<file path="src/rtl/parking_pkg.sv">
// Shared types and default constants for the parking gate controller.
package parking_pkg;

  localparam int unsigned DEB_CYCLES_DEF     = 4;
  localparam int unsigned TIMEOUT_CYCLES_DEF = 1000;

  typedef enum logic [2:0] {
    IDLE,
    ENT_A,
    ENT_AB,
    ENT_B,
    EXT_B,
    EXT_BA,
    EXT_A,
    DENY
  } gate_state_t;

  function automatic logic is_passage(input gate_state_t s);
    return (s == ENT_A) || (s == ENT_AB) || (s == ENT_B) ||
           (s == EXT_B) || (s == EXT_BA) || (s == EXT_A);
  endfunction

endpackage

</file>
<file path="src/rtl/sensor_debounce.sv">
// Two-flop synchroniser followed by a counting debouncer for one raw beam sensor.
module sensor_debounce
  import parking_pkg::*;
#(
  parameter int unsigned DEB_CYCLES = DEB_CYCLES_DEF
) (
  input  logic clk,
  input  logic reset,
  input  logic raw,
  output logic level
);

  logic       sync_1;
  logic       sync_2;
  logic [7:0] cnt;

  // level flips on the DEB_CYCLES-th consecutive cycle that sync_2 disagrees with it
  always_ff @(posedge clk or posedge reset) begin
    if (reset) begin
      sync_1 <= 1'b0;
      sync_2 <= 1'b0;
      cnt    <= '0;
      level  <= 1'b0;
    end else begin
      sync_1 <= raw;
      sync_2 <= sync_1;
      if (sync_2 == level) begin
        cnt <= '0;
      end else if (cnt == 8'(DEB_CYCLES - 1)) begin
        level <= sync_2;
        cnt   <= '0;
      end else begin
        cnt <= cnt + 8'd1;
      end
    end
  end

endmodule

</file>
<file path="src/rtl/parking_gate_ctrl.sv">
// Two-beam parking gate controller: direction detection, lot-full denial, pulse outputs.
// Define GATE_TIMEOUT_EN to abandon passages that stall for TIMEOUT_CYCLES cycles.
module parking_gate_ctrl
  import parking_pkg::*;
#(
  parameter int unsigned DEB_CYCLES     = DEB_CYCLES_DEF,
  parameter int unsigned TIMEOUT_CYCLES = TIMEOUT_CYCLES_DEF
) (
  input  logic clk,
  input  logic reset,
  input  logic sens_a,
  input  logic sens_b,
  input  logic lot_full,
  output logic entry_pulse,
  output logic exit_pulse,
  output logic gate_open,
  output logic denied
);

  if (DEB_CYCLES < 2 || DEB_CYCLES > 255) begin : g_bad_deb
    $error("DEB_CYCLES out of range 2..255");
  end
  if (TIMEOUT_CYCLES < 16 || TIMEOUT_CYCLES > 65535) begin : g_bad_tmo
    $error("TIMEOUT_CYCLES out of range 16..65535");
  end

  logic        a_lvl;
  logic        b_lvl;
  logic [1:0]  lv;
  gate_state_t state;
  gate_state_t step;
  gate_state_t nxt;
  logic        tmo_hit;

  sensor_debounce #(.DEB_CYCLES(DEB_CYCLES)) u_deb_a (
    .clk   (clk),
    .reset (reset),
    .raw   (sens_a),
    .level (a_lvl)
  );

  sensor_debounce #(.DEB_CYCLES(DEB_CYCLES)) u_deb_b (
    .clk   (clk),
    .reset (reset),
    .raw   (sens_b),
    .level (b_lvl)
  );

  assign lv = {a_lvl, b_lvl};

  always_comb begin
    step = state;
    case (state)
      IDLE: begin
        if (lv == 2'b10)      step = lot_full ? DENY : ENT_A;
        else if (lv == 2'b01) step = EXT_B;
      end
      ENT_A: begin
        if (lv == 2'b11)      step = ENT_AB;
        else if (lv == 2'b00) step = IDLE;
      end
      ENT_AB: begin
        if (lv == 2'b01)      step = ENT_B;
        else if (lv == 2'b00) step = IDLE;
      end
      EXT_B: begin
        if (lv == 2'b11)      step = EXT_BA;
        else if (lv == 2'b00) step = IDLE;
      end
      EXT_BA: begin
        if (lv == 2'b10)      step = EXT_A;
        else if (lv == 2'b00) step = IDLE;
      end
      ENT_B, EXT_A, DENY: begin
        if (lv == 2'b00)      step = IDLE;
      end
      default: step = IDLE;
    endcase
  end

`ifdef GATE_TIMEOUT_EN
  logic [15:0] tmo_cnt;

  assign tmo_hit = (state != IDLE) && (tmo_cnt == 16'(TIMEOUT_CYCLES - 1));

  always_ff @(posedge clk or posedge reset) begin
    if (reset)                            tmo_cnt <= '0;
    else if (nxt != state || state == IDLE) tmo_cnt <= '0;
    else                                  tmo_cnt <= tmo_cnt + 16'd1;
  end
`else
  assign tmo_hit = 1'b0;
`endif

  // A level-driven move always wins; the timeout only fires on a cycle that would otherwise hold.
  assign nxt = (step == state && tmo_hit) ? IDLE : step;

  always_ff @(posedge clk or posedge reset) begin
    if (reset) begin
      state       <= IDLE;
      gate_open   <= 1'b0;
      denied      <= 1'b0;
      entry_pulse <= 1'b0;
      exit_pulse  <= 1'b0;
    end else begin
      state       <= nxt;
      gate_open   <= is_passage(state);
      denied      <= (state == DENY);
      entry_pulse <= (state == ENT_B) && (step == IDLE);
      exit_pulse  <= (state == EXT_A) && (step == IDLE);
    end
  end

endmodule
</file>
<file path="config.mk">
export PLATFORM = sky130hd
export DESIGN_NAME = parking_gate_ctrl
export DESIGN_NICKNAME = d
export VERILOG_FILES = /design/src/rtl/parking_pkg.sv /design/src/rtl/sensor_debounce.sv /design/src/rtl/parking_gate_ctrl.sv
export SDC_FILE = /design/constraint.sdc
export NUM_CORES = 1
export LEC_CHECK = 0
export ABC_AREA = 0
export CAP_MARGIN = 20
export CELL_PAD_IN_SITES_DETAIL_PLACEMENT = 2
export CELL_PAD_IN_SITES_GLOBAL_PLACEMENT = 2
export CORE_UTILIZATION = 37
export DETAILED_ROUTE_END_ITERATION = 10
export GPL_ROUTABILITY_DRIVEN = 0
export GPL_TIMING_DRIVEN = 0
export PLACE_DENSITY = 0.79
export SETUP_SLACK_MARGIN = 0.3
export SLEW_MARGIN = 20
export SYNTH_ARGS = -nofsm -noshare
export SYNTH_HDL_FRONTEND = slang
export SYNTH_SLANG_ARGS = --single-unit
</file>
<file path="constraint.sdc">
create_clock -name clk -period 1.9 [get_ports clk]
set_input_delay 0.19 -clock clk [delete_from_list [all_inputs] [get_ports clk]]
set_output_delay 0.19 -clock clk [all_outputs]
set_load 0.02 [all_outputs]
</file>
==> summary.md <==
| Metric | Value |
|---|---|
| Status | finished clean |
| Finished Layout Cells | 186 |
| Static Leak | approximately 0.00064 µW |
| Worst Path Buf+Inv | 0 |
| DIE WIDTH | between 60 and 70 µm |
| Final setup viols | 0 |
| WL final | 3030 µm |
| Die height | between 60 and 70 µm |
| Worst Reg-to-Reg Cells | 4 |
| Hold Violations, Final | 0 |
| Clock transition at the registers of the reported paths | 0.10 ns |
| Reg2reg start | u_deb_a.cnt[1] |
| Port Buffers | 8 |
| F_max | 0.674 GHz |
| Htree depth | 2 |
| Syn_nets | 129 |
| Finished Core Util | 0.458 |
| ANT cells | 0 |
| # hold bufs at CTS | 0 |
| Crit share post-route | 0.781 |
| Synthesized area per cell | around 11 µm² |
| Headroom to the max-slew limit | 0.569 |
| Synthesized instance count | 122 |
| Worst hold-check path type | input pin to asynchronous set/reset pin |
| Pin count of the biggest net entering global routing | 17 |
| Clk sink count | 29 |
| Power Total | approximately 1800 µW |
| CTS tree | built |
| Minimum clock period | 1.48 ns |
| I/O pins | 9 |
| DRC | 0 |
| Initial antenna violation count | 0 |
| Share of cells above drive strength 1 | 0.164 |
| Reg2reg setup slack | 0.42 ns |
| Iteration-0 DRC Markers | 32 |
| Critical path data arrival time | 1.69 ns |
| Crit-path max cell delay | 0.43 ns |
| First-pass GRT wire length | slightly above 5000 µm |
| Placed insts | 177 |
| Clk_lat worst skew | 0.32 ns |
| Yosys reg bits | 29 |
| Setup TNS | 0 ns |
| Required @ worst endpoint | between 2 and 2.5 ns |
| Fin Clk Skew | 0.0124 ns |
| Starting Density | 0.389 |
| Ys flop type | dfrtp_1 |
| Async set-reset flop share out of synthesis | 1.00 |
| Post-synth EDFFs | 0 |
| Max_cap viols | 0 |
| Ranking of synthesized cells by area | dfrtp_1 56%, nor2_1 3.2%, nand3_1 3.1% |
| Worst Tran Pin Value | 0.646 ns |
| Crit path max fanout | 6 |
| Post-DRT Antenna Nets | 0 |
| Crit end category | flop |
| Area grow syn2layout | 17.9% |
| Pwr Density | 1180 nW/µm² |
| Kind of critical path | flop to flop |
| Yosys cell types | 35 |
| Slew Limit Fails | 0 |
| Top Family by Delay on Critical Path | simple AND/OR/NAND/NOR gates |
| Die ar. | 3780 µm² |
| Drt first pass iters | 3 |
| Via count | 995 |
| Crit-path slowest cell | or3b_4 |
| TritonCTS Buffers | 5 |
| Share of the synthesized area in the top cell type | 0.555 |
| Via/cell ratio | between 5 and 6 |
| Core area | 3360 µm² |
| Root buf cell | clkbuf_4 |
| Total GRT Usage | 0.193 |
| CP Launch Type | flop |
| Critical path cell sequence | ha_2 > or3b_4 > o21bai_4 > nor2_1 |
| Worst vdd ir | ~0.48 mV |
| Total number of yosys warnings | 0 |
| Vias in the first global route | 1092 |
| Syn Std Cell Area | approximately 1300 µm² |
| Final nets | 146 |
| Avg WL per Cell | between 15 and 20 µm |
| Sequential fraction of the synthesis area | 0.555 |
| Max clock buf depth | 2 |
| Synth area leader | dfrtp_1 |
| Dpl hpwl | roughly 2200 µm |
| Remaining Overflow, GRT | 0 |
| FP Rows | 21 |
| Final WS setup | 0.417 ns |
| Reg2reg end | u_deb_a.cnt[3] |
| DP Worst Slack | 0.207 ns |
| RSZ-0062 raised after global routing | false |
==> state kept, by name, indices dropped and copies added (netlist names) <==
signal / count
u_deb_b.sync_1: 1
u_deb_a.sync_1: 1
gate_open: 1
u_deb_a.cnt: 8
denied: 1
u_deb_b.cnt: 8
u_deb_a.sync_2: 1
u_deb_a.level: 1
exit_pulse: 1
u_deb_b.sync_2: 1
state: 3
entry_pulse: 1
u_deb_b.level: 1
==> through the flow <==
| stage | cell area [µm²] | hold slack [ns] |
|---|---|---|
| floorplan | 1310 | 0.221 |
| global placement | 1450 | 0.335 |
| detailed placement | 1470 | 0.342 |
| CTS | 1530 | 0.259 |
| global route | 1540 | 0.280 |
| finish | 1540 | 0.247 |
==> worst max path at each step <==
stage | startpoint | to | cells after the start
finish | u_deb_a.cnt[1] | u_deb_a.cnt[3] | 4
global route | u_deb_a.cnt[1] | u_deb_a.cnt[3] | 4
CTS | u_deb_b.cnt[0] | u_deb_b.cnt[2] | 4
detailed placement | u_deb_a.cnt[0] | u_deb_a.level | 4
global placement | u_deb_a.cnt[0] | u_deb_a.cnt[2] | 4
floorplan | u_deb_a.cnt[0] | u_deb_a.cnt[2] | 4
==> report_power, final <==
| group | total [µW] | internal [µW] | switching (µW) |
|---|---|---|---|
| combinational | 638 | 271 | 367 |
| sequential | 823 | 730 | 92.7 |
| clock | 357 | 147 | 210 |
| total | 1820 | 1150 | 670 |
==> final cells by class <==
type                       count  area [µm²]
fill                         383        1820
tap                           46        57.6
inverter                       4        15.0
multi-input combinational     84         558
clock buffer                   8        48.8
buffer                         5        21.3
sequential                    29         726
timing repair buffer          10         115
==> cell usage after synthesis (all sizes together), types with 4 or more instances <==
| master | count |
|---|---|
| o21ai | 8 |
| nor2 | 11 |
| inv | 4 |
| xnor2 | 4 |
| nand2 | 9 |
| xor2 | 4 |
| nand3 | 8 |
| or3 | 4 |
| a21oi | 7 |
| dfrtp | 29 |
==> cell usage in the layout, fill, tap and decap left out, drive strengths merged, types with 7 or more instances in the layout <==
| cell type | instances |
|---|---|
| clkdlybuf4s50 | 8 |
| a21oi | 7 |
| nand2 | 9 |
| nand3 | 8 |
| nor2 | 11 |
| clkbuf | 11 |
| o21ai | 8 |
| dfrtp | 29 |
==> worst reg2reg max path: cells and delay by family, from the launching register on <==
kind,cells,cell delay (ns)
simple gates,2,0.50
flops,1,0.41
fa+ha+maj,1,0.23
compound gates,1,0.24
==> metal layers <==
metal  vias to the layer above  track usage  wire [µm]
li1                        465            -          -
met1                       511        0.237       1330
met2                        14        0.321       1590
met3                         5       0.0441         69
met4                         0       0.0952         49
met5                         -            0          0
==> cell families after synthesis <==
family / after synthesis / share of synthesized area
XOR/XNOR: 8 / 0.0536
flip-flops: 29 / 0.555
multiplexers: 1 / 0.00861
AND/OR/NAND/NOR: 48 / 0.204
AO/OA/AOI/OAI: 25 / 0.132
buffers and inverters: 9 / 0.0277
adder cells (fa/ha/maj): 2 / 0.0191
==> what timing repair did <==
item / 4_1_cts / 5_1_grt
pin swaps: 1 / 0
resized for setup: 3 / 2
setup endpoints to repair: 7 / 8
buffers inserted: 1 / 0
Power figures use the tool's default switching activity.
